==> src/rtl/hazard_ctrl_unit.sv <==
// hazard_ctrl_unit
// Hazard controller for the in-order pipeline, placed beside the ID stage. In-flight
// destinations are tracked in an internal scoreboard shift register. Multi-cycle ops
// hold ID for a programmable number of cycles after they issue.
//
// Ports:
//   clk, rst        clock and synchronous active-high reset
//   src1, src2      ID source registers; src2 only counts when Two_src is set
//   id_valid        ID holds a valid instruction
//   id_dest         ID destination register
//   id_wb_en        ID instruction writes the register file
//   id_mem_r_en     ID instruction is a load
//   id_mc_start     ID instruction is multi-cycle
//   id_mc_len       extra stall cycles for the multi-cycle op
//   flush           squash the ID instruction (taken branch)
//   Hazard          stall IF/ID this cycle (combinational)
//   mc_busy         multi-cycle counter nonzero
//   stall_count     saturating count of stall cycles
module hazard_ctrl_unit #(
  parameter int unsigned REG_W  = 4,
  parameter int unsigned DEPTH  = 2,
  parameter int unsigned FWD_EN = 0,
  parameter int unsigned CNT_W  = 4,
  parameter int unsigned STAT_W = 16
) (
  input  logic              clk,
  input  logic              rst,
  input  logic [REG_W-1:0]  src1,
  input  logic [REG_W-1:0]  src2,
  input  logic              Two_src,
  input  logic              id_valid,
  input  logic [REG_W-1:0]  id_dest,
  input  logic              id_wb_en,
  input  logic              id_mem_r_en,
  input  logic              id_mc_start,
  input  logic [CNT_W-1:0]  id_mc_len,
  input  logic              flush,
  output logic              Hazard,
  output logic              mc_busy,
  output logic [STAT_W-1:0] stall_count
);

  // Scoreboard: entry 0 is the instruction that left ID last cycle.
  logic [DEPTH-1:0] sb_v_q, sb_v_d;
  logic [DEPTH-1:0] sb_wb_q, sb_wb_d;
  logic [REG_W-1:0] sb_dest_q [DEPTH];
  logic [REG_W-1:0] sb_dest_d [DEPTH];
  // Only the youngest entry's load flag is ever consulted, so it is not shifted on.
  logic             sb_ld_q, sb_ld_d;

  logic [CNT_W-1:0]  mc_cnt_q, mc_cnt_d;
  logic [STAT_W-1:0] stall_count_q, stall_count_d;

  logic [DEPTH-1:0] src_match;
  logic             raw_all, raw_ld, raw, issue;

  always_comb begin
    for (int k = 0; k < DEPTH; k++) begin
      src_match[k] = sb_v_q[k] & sb_wb_q[k] &
                     ((src1 == sb_dest_q[k]) | (Two_src & (src2 == sb_dest_q[k])));
    end
    raw_all = |src_match;
    // With forwarding only a load one stage ahead cannot be bypassed in time.
    raw_ld  = src_match[0] & sb_ld_q;
    raw     = (FWD_EN != 0) ? raw_ld : raw_all;
    mc_busy = (mc_cnt_q != '0);
    Hazard  = id_valid & (raw | mc_busy);
    issue   = id_valid & ~Hazard & ~flush;
  end

  always_comb begin
    sb_v_d[0]    = issue;
    sb_wb_d[0]   = id_wb_en;
    sb_dest_d[0] = id_dest;
    sb_ld_d      = id_mem_r_en;
    for (int k = 1; k < DEPTH; k++) begin
      sb_v_d[k]    = sb_v_q[k-1];
      sb_wb_d[k]   = sb_wb_q[k-1];
      sb_dest_d[k] = sb_dest_q[k-1];
    end
  end

  always_comb begin
    mc_cnt_d = mc_cnt_q;
    if (issue && id_mc_start) begin
      mc_cnt_d = id_mc_len;
    end else if (mc_busy) begin
      // An issued multi-cycle op keeps counting through a flush.
      mc_cnt_d = mc_cnt_q - CNT_W'(1);
    end
  end

  always_comb begin
    stall_count_d = stall_count_q;
    if (id_valid && Hazard && !flush && !(&stall_count_q)) begin
      stall_count_d = stall_count_q + STAT_W'(1);
    end
  end

  always_ff @(posedge clk) begin
    if (rst) begin
      sb_v_q        <= '0;
      mc_cnt_q      <= '0;
      stall_count_q <= '0;
    end else begin
      sb_v_q        <= sb_v_d;
      mc_cnt_q      <= mc_cnt_d;
      stall_count_q <= stall_count_d;
    end
  end

  // Payload fields are qualified by sb_v_q and need no reset.
  always_ff @(posedge clk) begin
    sb_wb_q   <= sb_wb_d;
    sb_dest_q <= sb_dest_d;
    sb_ld_q   <= sb_ld_d;
  end

  assign stall_count = stall_count_q;

endmodule

==> config.mk <==
export PLATFORM = sky130hd
export DESIGN_NAME = hazard_ctrl_unit
export DESIGN_NICKNAME = d
export VERILOG_FILES = /design/src/rtl/hazard_ctrl_unit.sv
export SDC_FILE = /design/constraint.sdc
export NUM_CORES = 1
export LEC_CHECK = 0
export CAP_MARGIN = 20
export CORE_UTILIZATION = 33
export CTS_CLUSTER_DIAMETER = 150
export DETAILED_ROUTE_END_ITERATION = 10
export PLACE_DENSITY = 0.62
export SLEW_MARGIN = 10
export SYNTH_ARGS = -nofsm -noshare
export SYNTH_HDL_FRONTEND = slang
export SYNTH_SLANG_ARGS = --single-unit
export TNS_END_PERCENT = 10
==> constraint.sdc <==
create_clock -name clk -period 4.7 [get_ports clk]
set_input_delay 1.41 -clock clk [delete_from_list [all_inputs] [get_ports clk]]
set_output_delay 1.41 -clock clk [all_outputs]
set_load 0.005 [all_outputs]
==> summary.md <==
| Metric | Value |
|---|---|
| Result of the run | complete, no violations |
| Min-delay src | sb_dest_d[1] |
| Ranking of synthesized cells by area | sky130_fd_sc_hd__dfxtp_1 39%, sky130_fd_sc_hd__xnor2_1 4.8%, sky130_fd_sc_hd__xor2_1 4.8%, sky130_fd_sc_hd__or4_1 4.1%, sky130_fd_sc_hd__a21oi_1 4.0% |
| RD Place Congestion | 0.771 |
| Clock period minus worst slack | approximately 4.6 ns |
| Antenna cell count | 0 |
| Hold Path Cell Cnt | 0 |
| Core area | 4750 µm² |
| Residual DRC | 0 |
| Maximum clock skew at final layout | 0.00501 ns |
| Synthesis-to-finish area growth | 36.6% |
| Largest area contributor in the netlist | sky130_fd_sc_hd__dfxtp_1 |
| Synthesized-area fraction occupied by and/or/nand/nor cells | 0.257 |
| Placed standard-cell area | 2110 µm² |
| Main combinational cell family by area after synthesis | simple AND/OR/NAND/NOR gates |
| Avg Inst Size Synth | slightly above 9 µm² |
| Critical path data arrival time | roughly 3.2 ns |
| Startpoint of the worst-slack reg-to-reg timing path | mc_cnt_q[0] |
| Clock tree from TritonCTS | yes |
| Finish-stage setup viols | 0 |
| Die width | 72.3 µm |
| Via count normalized by instance count | roughly 5 |
| Antenna violations before repair | 0 |
| Number of input and output port buffers inserted | 40 |
| Area of the mapped netlist | 1630 µm² |
| Proportion of synthesized chip area in sequential cells | 0.392 |
| Antenna viol nets, final | 0 |
| Post-synthesis share of cell area spent on xor and xnor gates | 0.0966 |
| Ys flop type | sky130_fd_sc_hd__dfxtp_1 |
| Type of the worst setup path | in -> out |
| WL/cell | 12.1 µm |
| Top cell type's share of synthesized area | 0.392 |
| Fin nets | 250 |
| Final critical-path share of the clock period | 0.988 |
| Clock buffers created by TritonCTS | 5 |
| Worst Max-Slew Pin Slew | between 1 and 1.5 ns |
| Effective utilization at floorplan | 0.343 |
| Sinks on the clock net | 32 |
| Max clock buf depth | 2 |
| Post-Route WL | around 3.5 mm |
| Min-delay worst type | reg -> reg |
| Filler Cells Inserted | 487 |
| Capturing element type of the critical path | primary output |
| Number of synthesized flops with an enable pin | 0 |
| Warning count from the yosys run | 0 |
| Overall die area | 5230 µm² |
| Worst Hold Endpoint | sb_dest_q[1] |
| Worst flop-to-flop path endpoint | stall_count[13] |
| Worst setup margin | 0.0551 ns |
| Overall power after layout | ~850 µW |
| Number of detailed-route iterations in the first pass | 4 |
| Largest net degree at the start of global routing | 32 |
| Worst-skew pair later-pin latency | 0.28 ns |
| Global-route wire length before repair | 5.64 mm |
| Half-perimeter wire length after detailed placement | around 2.5 mm |
| Total routing usage reported by global routing | 0.140 |
| Number of design-rule violations left by the first detailed-router iteration | 43 |
| Slew Limit Headroom | 0.323 |
| Mux share of post-synthesis cell area | 0.0406 |
| Final instance area | 2230 µm² |
| Max VDD drop | 0.000141 V |
| Synth async-reset ratio | 0 |
| Net Count, Synth | ~200 |
| Mapped Cells | 177 |
| Startpoint types | input port |
| Largest driver fanout on the critical path | 2 |
| Leakage power total | 0.000809 µW |
| Number of violations of the max-capacitance limit | 0 |
| Flop and latch count out of synthesis | 32 |
| Cell depth of the worst flop-to-flop path | 9 |
| CTS clock-pin slew for the worst setup and hold paths | 0.07 ns |
| Register-to-register setup slack | 2.29 ns |
| Worst slack after detailed placement | -0.0390 ns |
| Number of distinct library cells after synthesis | 38 |
| Final setup TNS | 0 ns |
| CTS H-tree lvls | 2 |
| Sum of overflow across all layers after global routing | 0 |
| Vertical extent of the die | 72.3 µm |
| Hold_buf cts | 0 |
| Final number of hold-violating endpoints | 0 |
| Worst Path Required | 3.29 ns |
| Fraction of layout instances using a drive strength above 1 | 0.0938 |
| Post-synthesis share of cell area spent on full adders, half adders and majority gates | 0.0230 |
| Pwr dens | roughly 380 nW/µm² |
| Clock Root Buffer | sky130_fd_sc_hd__clkbuf_8 |
| Unrepaired setup endpoints after global routing | no |
| Cell row count | 25 |
| Vias in the first global route | 1277 |
| Boundary Pins | 42 |
| Total number of vias | about 1400 |
| Slew Viols, Final | 0 |
| Compound-Gate Fraction of Synth Area | 0.152 |
| Max Clk Rate | 215 MHz |
## area by class of cell
cell class                      instances  area, µm²  area share
Sequential cell                        32        641       0.287
Inverter                                6       22.5      0.0101
Clock buffer                            6       82.6      0.0370
Timing Repair Buffer                   46        445       0.200
Tap cell                               67       83.8      0.0376
Multi-Input combinational cell        132        945       0.424
Clock inverter                          2       10.0     0.00449
## critical path, cell delays in order
cell and delay (ns):
sky130_fd_sc_hd__clkdlybuf4s50_1 0.49, sky130_fd_sc_hd__nand2_1 0.09, sky130_fd_sc_hd__o41ai_4 0.37, sky130_fd_sc_hd__a311o_1 0.25, sky130_fd_sc_hd__and2_1 0.13, sky130_fd_sc_hd__clkdlybuf4s50_1 0.49
## kinds of logic (layout without fill, tap and decap cells)
| family | after synthesis | after routing |
|---|---|---|
| compound gates | 32 | 32 |
| mux | 6 | 6 |
| flops | 32 | 32 |
| xor+xnor | 18 | 18 |
| buf+inv | 13 | 60 |
| simple gates | 73 | 73 |
| fa+ha+maj | 3 | 3 |
## cell usage in the layout (no fill, tap or decap), types with 4 or more instances in the layout
cell / n
sky130_fd_sc_hd__xnor2_1: 9
sky130_fd_sc_hd__nand4_1: 5
sky130_fd_sc_hd__dlygate4sd2_1: 4
sky130_fd_sc_hd__nor2b_1: 6
sky130_fd_sc_hd__nand3_1: 10
sky130_fd_sc_hd__or4_1: 9
sky130_fd_sc_hd__dfxtp_1: 32
sky130_fd_sc_hd__o31ai_1: 8
sky130_fd_sc_hd__nand2_1: 9
sky130_fd_sc_hd__nand2b_1: 5
sky130_fd_sc_hd__xor2_1: 7
sky130_fd_sc_hd__a21oi_1: 13
sky130_fd_sc_hd__mux2_1: 5
sky130_fd_sc_hd__nor2_1: 11
sky130_fd_sc_hd__clkdlybuf4s50_1: 34
sky130_fd_sc_hd__nor3_1: 4
sky130_fd_sc_hd__inv_1: 6
sky130_fd_sc_hd__buf_4: 6
sky130_fd_sc_hd__clkbuf_8: 6
## stage by stage
step / utilization / hold WS [ns] / instances
2_1_floorplan: - / 0.374 / 177
3_3_place_gp: 0.445 / 0.384 / 282
3_5_place_dp: 0.445 / 0.384 / 282
4_1_cts: 0.466 / 0.398 / 291
5_1_grt: 0.469 / 0.403 / 291
6_report: 0.469 / 0.392 / 291
## power by group
| group | switching (µW) | internal [µW] | leakage (µW) |
|---|---|---|---|
| logic | 160 | 152 | 0.000495 |
| clock network | 102 | 117 | 0.0000510 |
| registers | 19.6 | 296 | 0.000263 |
## cell usage after synthesis (3+ instances only)
library cell               number
sky130_fd_sc_hd__nand2b_1       5
sky130_fd_sc_hd__and3_1         3
sky130_fd_sc_hd__nand4_1        5
sky130_fd_sc_hd__xor2_1         9
sky130_fd_sc_hd__nor3_1         4
sky130_fd_sc_hd__o31ai_1        8
sky130_fd_sc_hd__nand2_1        9
sky130_fd_sc_hd__inv_1          6
sky130_fd_sc_hd__or4_1          9
sky130_fd_sc_hd__nand3_1       10
sky130_fd_sc_hd__mux2_1         5
sky130_fd_sc_hd__dfxtp_1       32
sky130_fd_sc_hd__a21oi_1       13
sky130_fd_sc_hd__ha_1           3
sky130_fd_sc_hd__xnor2_1        9
sky130_fd_sc_hd__clkbuf_1       3
sky130_fd_sc_hd__nor2b_1        6
sky130_fd_sc_hd__nor2_1        11
sky130_fd_sc_hd__o21ai_1        3
## per-layer routing
metal / global-route usage / part of all wire / vias to the layer above
met5: 0 / 0 / -
met4: 0.0523 / 0.013 / 0
met3: 0.0444 / 0.062 / 6
met2: 0.239 / 0.46 / 34
met1: 0.163 / 0.47 / 659
li1: - / - / 736
## repair_timing
action / 4_1_cts / 5_1_grt
setup buffers: 1 / 0
endpoints found under the setup margin: 1 / 1
pin swaps: 4 / 2
gates cloned: 0 / 0
resized for setup: 5 / 3
## worst max path at each step
stage | start | endpoint | slack (ns) | depth (start not counted)
6_report | Two_src | Hazard | 0.06 | 6
5_1_grt | Two_src | Hazard | 0.003 | 6
4_1_cts | src2[3] | Hazard | 0.02 | 7
3_5_place_dp | src2[0] | Hazard | -0.04 | 6
3_3_place_gp | src2[2] | Hazard | -0.03 | 8
2_1_floorplan | src2[1] | Hazard | 0.90 | 4
## registers in the layout (all words and copies together), names as in the netlist
signal,flops
stall_count,16
sb_dest_q,4
sb_wb_q,2
sb_dest_d,4
mc_cnt_q,4
sb_v_q,2
Power figures use the tool's default switching activity.
